`config.mk`:
```
export PLATFORM = sky130hd
export DESIGN_NAME = mux_chip_2to1_flat
export DESIGN_NICKNAME = d
export VERILOG_FILES = /design/src/rtl/mux_chip_pkg.sv /design/src/rtl/mux_chip_if.sv /design/src/rtl/mux_chip_toggle_cnt.sv /design/src/rtl/mux_chip_2to1.sv /design/src/flat_wrapper.sv
export SDC_FILE = /design/constraint.sdc
export NUM_CORES = 1
export LEC_CHECK = 0
export ABC_AREA = 1
export CORE_UTILIZATION = 50
export CTS_BUF_LIST = sky130_fd_sc_hd__clkbuf_2
export DETAILED_ROUTE_END_ITERATION = 8
export PLACE_DENSITY = 0.78
export SKIP_LAST_GASP = 1
export SYNTH_ARGS = -nofsm -noshare
export SYNTH_HDL_FRONTEND = slang
export SYNTH_SLANG_ARGS = --single-unit
export TNS_END_PERCENT = 5
```
`constraint.sdc`:
```
create_clock -name clk -period 1.6 [get_ports clk]
set_input_delay 0.32 -clock clk [delete_from_list [all_inputs] [get_ports clk]]
set_output_delay 0.32 -clock clk [all_outputs]
set_load 0.005 [all_outputs]
```
`src/rtl/mux_chip_pkg.sv`:
```
// Shared constants for the 2:1 selector chip: select encodings and
// default widths used by the interface, the top and the toggle counter.
package mux_chip_pkg;

  localparam int DEF_WIDTH = 1;
  localparam int DEF_CNT_W = 16;

  localparam logic SEL_A = 1'b0;
  localparam logic SEL_B = 1'b1;

endpackage : mux_chip_pkg

```
`src/rtl/mux_chip_if.sv`:
```
// Signal bundle for the 2:1 selector chip.
// Optional MUX_CHIP_PARITY_EN adds the registered parity output par_q.
interface mux_chip_if
  import mux_chip_pkg::*;
#(
  parameter int WIDTH = DEF_WIDTH,
  parameter int CNT_W = DEF_CNT_W
);

  logic [WIDTH-1:0] a;
  logic [WIDTH-1:0] b;
  logic             s;
  logic             en;
  logic [WIDTH-1:0] out;
  logic [WIDTH-1:0] out_q;
  logic             s_q;
  logic [CNT_W-1:0] tog_cnt;
`ifdef MUX_CHIP_PARITY_EN
  logic             par_q;

  modport master (output a, b, s, en, input out, out_q, s_q, tog_cnt, par_q);
  modport slave  (input a, b, s, en, output out, out_q, s_q, tog_cnt, par_q);
`else
  modport master (output a, b, s, en, input out, out_q, s_q, tog_cnt);
  modport slave  (input a, b, s, en, output out, out_q, s_q, tog_cnt);
`endif

endinterface : mux_chip_if

```
`src/rtl/mux_chip_toggle_cnt.sv`:
```
// Counts changes of the select line on rising clock edges. Keeps its own
// previous-select flop (independent of the load enable) and saturates at
// all-ones instead of wrapping.
module mux_chip_toggle_cnt #(
  parameter int CNT_W = 16
) (
  input  logic             clk,
  input  logic             rst,
  input  logic             i_s,
  output logic [CNT_W-1:0] o_cnt
);

  localparam logic [CNT_W-1:0] CNT_ONE = CNT_W'(1);

  logic             r_prev_s;
  logic [CNT_W-1:0] r_cnt;
  logic             w_toggle;
  logic             w_sat;

  assign w_toggle = (i_s != r_prev_s);
  assign w_sat    = &r_cnt;

  // Previous-select history and saturating toggle count.
  always_ff @(posedge clk or posedge rst) begin
    if (rst) begin
      r_prev_s <= 1'b0;
      r_cnt    <= '0;
    end else begin
      r_prev_s <= i_s;
      if (w_toggle && !w_sat) begin
        r_cnt <= r_cnt + CNT_ONE;
      end
    end
  end

  assign o_cnt = r_cnt;

endmodule : mux_chip_toggle_cnt

```
`src/rtl/mux_chip_2to1.sv`:
```
// 2:1 selector chip: combinational mux, enable-gated registered copy of the
// mux result and of the select, plus a saturating select-toggle counter.
// Optional MUX_CHIP_PARITY_EN adds par_q = XOR-reduction of out_q.
module mux_chip_2to1
  import mux_chip_pkg::*;
#(
  parameter int WIDTH = DEF_WIDTH,
  parameter int CNT_W = DEF_CNT_W
) (
  input logic       clk,
  input logic       rst,
  mux_chip_if.slave bus
);

  logic [WIDTH-1:0] w_mux;
  logic [WIDTH-1:0] r_out_q;
  logic             r_s_q;
  logic [CNT_W-1:0] w_tog_cnt;

  // Combinational select; an unknown select yields an unknown result.
  always_comb begin
    w_mux = '0;
    case (bus.s)
      SEL_A:   w_mux = bus.a;
      SEL_B:   w_mux = bus.b;
      default: w_mux = {WIDTH{1'bx}};
    endcase
  end

  // Registered mux result and select, loaded only when enabled.
  always_ff @(posedge clk or posedge rst) begin
    if (rst) begin
      r_out_q <= '0;
      r_s_q   <= 1'b0;
    end else if (bus.en) begin
      r_out_q <= w_mux;
      r_s_q   <= bus.s;
    end
  end

  mux_chip_toggle_cnt #(
    .CNT_W (CNT_W)
  ) u_toggle_cnt (
    .clk   (clk),
    .rst   (rst),
    .i_s   (bus.s),
    .o_cnt (w_tog_cnt)
  );

`ifdef MUX_CHIP_PARITY_EN
  logic r_par_q;

  function automatic logic f_parity(input logic [WIDTH-1:0] v);
    return ^v;
  endfunction

  // Parity tracks the value being loaded into out_q, so both change together.
  always_ff @(posedge clk or posedge rst) begin
    if (rst) begin
      r_par_q <= 1'b0;
    end else if (bus.en) begin
      r_par_q <= f_parity(w_mux);
    end
  end

  assign bus.par_q = r_par_q;
`endif

  assign bus.out     = w_mux;
  assign bus.out_q   = r_out_q;
  assign bus.s_q     = r_s_q;
  assign bus.tog_cnt = w_tog_cnt;

endmodule : mux_chip_2to1

```
`src/flat_wrapper.sv`:
```
// flat-port wrapper written by rule: the top's interface ports become plain ports
module mux_chip_2to1_flat import mux_chip_pkg::*;
#(
  parameter int WIDTH = DEF_WIDTH,
  parameter int CNT_W = DEF_CNT_W
)
  (clk, rst, bus_a, bus_b, bus_s, bus_en, bus_out, bus_out_q, bus_s_q, bus_tog_cnt);
  mux_chip_if #(.WIDTH(WIDTH), .CNT_W(CNT_W)) bus_i ();
  input logic clk;
  input logic rst;
  input wire logic [$bits(bus_i.a)-1:0] bus_a;
  input wire logic [$bits(bus_i.b)-1:0] bus_b;
  input wire logic [$bits(bus_i.s)-1:0] bus_s;
  input wire logic [$bits(bus_i.en)-1:0] bus_en;
  output wire logic [$bits(bus_i.out)-1:0] bus_out;
  output wire logic [$bits(bus_i.out_q)-1:0] bus_out_q;
  output wire logic [$bits(bus_i.s_q)-1:0] bus_s_q;
  output wire logic [$bits(bus_i.tog_cnt)-1:0] bus_tog_cnt;
  assign bus_i.a = bus_a;
  assign bus_i.b = bus_b;
  assign bus_i.s = bus_s;
  assign bus_i.en = bus_en;
  assign bus_out = bus_i.out;
  assign bus_out_q = bus_i.out_q;
  assign bus_s_q = bus_i.s_q;
  assign bus_tog_cnt = bus_i.tog_cnt;
  mux_chip_2to1 #(.WIDTH(WIDTH), .CNT_W(CNT_W)) u_core (.clk(clk), .rst(rst), .bus(bus_i));
endmodule
```
# After elaboration in Yosys (flattened, before gate mapping)
# Cells that the tools add are included.
# W data, S select, Z words.
[word_totals]
reg_bits = 19
input_bits = 6
output_inout_bits = 19
wordCells = 11
[classes]
add_sub_neg = 1
n_eq_ne = 1
mux = 1
bitwise = 1
n_reduce_logical = 3
[ops]
columns = ["operator", "count"]
rows = [
  ["$add A16 B1 Y16 const B", 1],
  ["$reduce_and A16 Y1", 1],
  ["$pmux W1 S2", 1],
  ["$logic_and A1 B1 Y1", 1],
  ["$logic_not A1 Y1", 1],
  ["$ne A1 B1 Y1", 1],
  ["$not A1 Y1", 1],
]

# Longest topological paths before layout
# Gate-level depths: netlist of the first run.
[logic_depth]
depth_word = 3
mapped_depth = 9
ltp_nobuf = 8

# Cells and area by module
# From an unflattened synthesis of the first run, not the netlist that was laid out.
[unflattened]
hier_cells = 164
area_unflattened_um2 = 1162.4
[by_module_without_submodules]
columns = ["mod", "instances", "cells_per_inst", "area_per_inst_um2", "seq_area_each_um2"]
rows = [
  ["mux_chip_toggle_cnt", 1, 149, 1058.5, 425.4],
  ["mux_chip_2to1", 1, 15, 103.8, 50.0],
]

# Least setup slack after synthesis of the first run
# No wires, ideal clock.
[synth_path]
path_kind = "reg2reg"
start = "register u_core.u_toggle_cnt.r_cnt[0] (netlist: u_core.u_toggle_cnt.o_cnt[0])"
end = "register u_core.u_toggle_cnt.r_cnt[7] (netlist: u_core.u_toggle_cnt.o_cnt[7])"
setup_ns = 0.121
arrival_time_ns = 1.287
required_time_ns = 1.479
setup_slack_ns = 0.192
path_stages_with_launch = 9
path_buffers = 0
synth_period_minus_slack_ns = 1.408
path_cell_list = "dfrtp_1 > ha_1 > inv_2 > nor2_4 > nand2_4 > nor2_8 > nor2_4 > nand2_2 > o21ai_2"
[synth_between]
elab_chain_len = 3
word_cells_on_any_way = 4
classes_between = "add/sub: 1; reduce/logical: 3"
[synth_lines]
columns = ["element", "line", "text"]
rows = [
  ["start: declaration", "mux_chip_toggle_cnt.sv:16", "logic [CNT_W-1:0] r_cnt;"],
  ["start signal: assignment", "mux_chip_toggle_cnt.sv:31", "r_cnt <= r_cnt + CNT_ONE;"],
  ["branches (longest 3 deep; another with $add A16 B1 Y16)", "-", ""],
]
# Several ways; the timed one is not identified.
# A chain may end at the register's enable or synchronous reset.

# Worst setup path after layout of the first run
[layout_path]
start = "register u_core.u_toggle_cnt.r_cnt[2] (netlist: u_core.u_toggle_cnt.o_cnt[2])"
end = "output port bus_tog_cnt[2]"
[layout_lines]
columns = ["element", "line", "text"]
rows = [
  ["end: declaration", "flat_wrapper.sv:18", "output wire logic [$bits(bus_i.tog_cnt)-1:0] bus_tog_cnt;"],
]
# No word-level cell between the ends.

==> results of run 1 <==
-- routing by layer --
layer	wire length (µm)	part of all wire	track usage
met1	1350	0.47	0.331
met2	1390	0.49	0.411
met3	72	0.025	0.0351
met4	36	0.013	0.0946
met5	0	0	0
-- sequential cells by signal (all words and copies together), names as in the netlist --
name / flops
u_core.bus.s_q: 1
u_core.bus.out_q: 1
u_core.u_toggle_cnt.r_prev_s: 1
u_core.u_toggle_cnt.o_cnt: 16
-- power by group --
part,internal (mW),switching (mW)
Sequential,0.550,0.103
Clock,0.0566,0.155
Combinational,0.226,0.193
Total,0.833,0.451
-- per-stage QoR --
| step | utilization | power, mW | area, µm² | std cells |
|---|---|---|---|---|
| global route | 0.703 | 1.37 | 1600 | 241 |
| detailed placement | 0.681 | 1.06 | 1550 | 235 |
| CTS | 0.689 | 1.27 | 1570 | 239 |
| floorplan | - | 0.835 | 1240 | 178 |
| finish | 0.703 | 1.28 | 1600 | 241 |
| global placement | 0.681 | 1.05 | 1550 | 235 |
-- cell usage in the layout (no fill, tap or decap) --
| cell type | n |
|---|---|
| nor2_8 | 1 |
| inv_2 | 7 |
| nor2_1 | 17 |
| a31oi_1 | 1 |
| clkbuf_2 | 3 |
| nand2_4 | 1 |
| buf_6 | 1 |
| a21oi_1 | 1 |
| buf_4 | 7 |
| nand2_1 | 67 |
| o21ai_2 | 1 |
| nand3_2 | 1 |
| o21ai_1 | 3 |
| inv_1 | 17 |
| nor2_2 | 3 |
| dfrtp_2 | 9 |
| clkinv_2 | 1 |
| xnor2_1 | 3 |
| clkdlybuf4s50_1 | 21 |
| o21ai_0 | 2 |
| nand2_2 | 10 |
| nand3_1 | 10 |
| dfrtp_1 | 10 |
| ha_1 | 1 |
| nand3b_1 | 1 |
| nor2_4 | 3 |
| dlymetal6s2s_1 | 1 |
| nand4_1 | 8 |
| dlygate4sd2_1 | 2 |
-- cell type report --
class / instances / share of cell area
Multi-Input combinational cell: 134 / 0.415
Sequential cell: 19 / 0.304
Timing Repair Buffer: 32 / 0.190
Inverter: 24 / 0.0563
Tap cell: 28 / 0.0219
Clock buffer: 3 / 0.00939
Clock inverter: 1 / 0.00313
-- logic make-up (layout without fill, tap and decap cells) --
logic type	count (synthesis)	after routing
AND/OR/NAND/NOR	122	122
buffers and inverters	25	60
flip-flops	19	19
AO/OA/AOI/OAI	8	8
XOR/XNOR	3	3
adder cells (fa/ha/maj)	1	1
-- repair_timing --
item                       4_1_cts  5_1_grt
cloned                           0        0
setup endpoints to repair       16       22
buffers inserted                 0        2
resized for setup                3       10
-- path summary, 6_finish.rpt --
check,slack (ns),cells after the start,startpoint,endpoint
max in group asynchronous,1.04,3,rst,u_core.u_toggle_cnt.o_cnt[12]
min in group clk,0.38,2,bus_s,u_core.u_toggle_cnt.r_prev_s
hold / removal,0.33,3,rst,u_core.u_toggle_cnt.o_cnt[0]
hold reg to reg,0.56,2,u_core.u_toggle_cnt.o_cnt[15],u_core.u_toggle_cnt.o_cnt[15]
setup reg to reg,0.10,8,u_core.u_toggle_cnt.o_cnt[1],u_core.u_toggle_cnt.o_cnt[10]
setup / recovery,-0.06,1,u_core.u_toggle_cnt.o_cnt[2],bus_tog_cnt[2]
==> results.json, run 1 <==
{
  "outcome": "finished, violations left",
  "violations": "setup timing",
  "synth_compound_area_frac": 0.0363,
  "grt_overflow": 0,
  "row_count": 17,
  "synthAdderAreaFrac": 0.0101,
  "multi_input_area_um2": 663,
  "die_y_um": 51.8,
  "drt_wl_total_um": 2850,
  "clock-sinks": 19,
  "final_hold_viol_count": 0,
  "nets": 221,
  "async_flop_share": 1.00,
  "setup_viol": 11,
  "fillCellCount": 186,
  "yosysWarnings": 0,
  "leakagePower_nw": 0.770,
  "ios": 25,
  "synthMuxAreaShare": 0,
  "yosys-top-cells-count": "67 x nand2_1, 19 x dfrtp_1, 17 x inv_1, 17 x nor2_1",
  "grt_max_degree": 20,
  "synth.top_cell.area_share": 0.383,
  "avgSynthCellArea_um2": 6.97,
  "cp_top_family": "buffers and inverters",
  "gp_congestion": 0.869,
  "power.density_nw_per_um2": 803,
  "vias_per_cell": 5.05,
  "critical_path_class": "reg -> out",
  "io_buffers": 24,
  "clkLatencyLatePin_ns": 0.32,
  "worst_ep_arrival_time_ns": 1.34,
  "vias": 1218,
  "worstHoldPathType": "in -> async",
  "layout_min_cycle_time_ns": 1.66,
  "crit_chain": "clkdlybuf4s50_1",
  "cts.path.max_buffers": 2,
  "worstPathRequired_ns": 1.28,
  "antenna_cells": 0,
  "slew_headroom": 0.807,
  "holdWs_ns": 0.328,
  "synth_top_area_cell": "dfrtp_1",
  "clkTransAtPathRegs_ns": 0.19,
  "grt_pass1_wl_um": 4840,
  "cp_num_buf_inv": 1,
  "finClkSkew_ns": 0.00940,
  "drtAntennaViolNets": 0,
  "route.detailed.wl_per_inst_um": 11.8,
  "cp_slowest_cell": "clkdlybuf4s50_1",
  "synth_nets": 185,
  "die_area_um2": 2680,
  "die-width_um": 51.8,
  "synth_cells": 178,
  "worst_ir_drop_vdd_mv": 0.945,
  "start_util": 0.545,
  "antenna_found_initial": 0,
  "fin_setup_tns_ns": -0.223,
  "slew_viol_final": 0,
  "place_ws_ns": -0.222,
  "synth.most_common_cell": "nand2_1",
  "worst_slack_ns": -0.0644,
  "crit_fanout": 7,
  "ctsHoldBuffers": 0,
  "ys_types": 22,
  "synth_xor_area_frac": 0.0212,
  "numCtsBuffers": 3,
  "drive_above_1_share": 0.225,
  "cts_root_buffer": "clkbuf_2",
  "dp_hpwl_um": 2150,
  "synthesis.area_um2": 1240,
  "synth_top_family_by_area": "simple AND/OR/NAND/NOR gates",
  "drtIter0Drc": 15,
  "fmax_mhz": 601,
  "htreeDepth": 1,
  "maxCapViolCount": 0,
  "yosys.area_share.simple": 0.467,
  "seq_area_um2": 487,
  "max_stage_delay_ns": 0.54,
  "synthTopCellsByArea": "dfrtp_1 38%, nand2_1 20%, inv_1 5.1%",
  "start_kind": "register",
  "core_area_um2": 2280,
  "worst_pin_slew_ns": 0.288,
  "fin_crit_sh": 1.04,
  "synth-seq-cells": 19,
  "synth-seq-area-share": 0.383,
  "endpoint_kind": "output port",
  "grt_pass1_vias": 1081,
  "synth_edf_count": 0,
  "grt_setup_unrepaired": "yes",
  "cts_tree": "done",
  "ys.flop_type": "dfrtp_1",
  "drc": 0,
  "area_delta_synth_final_pct": 29.0,
  "track_usage": 0.250,
  "drt_first_pass_iters": 4
}
Note: power is estimated with default switching activity, not from simulation.
==> run 2, diff against run 1 <==
--- a/config.mk
+++ b/config.mk
@@ -6,11 +6,13 @@
 export NUM_CORES = 1
 export LEC_CHECK = 0
 export ABC_AREA = 1
+export CAP_MARGIN = 20
 export CORE_UTILIZATION = 50
 export CTS_BUF_LIST = sky130_fd_sc_hd__clkbuf_2
 export DETAILED_ROUTE_END_ITERATION = 8
 export PLACE_DENSITY = 0.78
 export SKIP_LAST_GASP = 1
+export SLEW_MARGIN = 5
 export SYNTH_ARGS = -nofsm -noshare
 export SYNTH_HDL_FRONTEND = slang
 export SYNTH_SLANG_ARGS = --single-unit
==> results of run 2 <==
The final DEF is identical to that of run 1; final timing and power are the same.
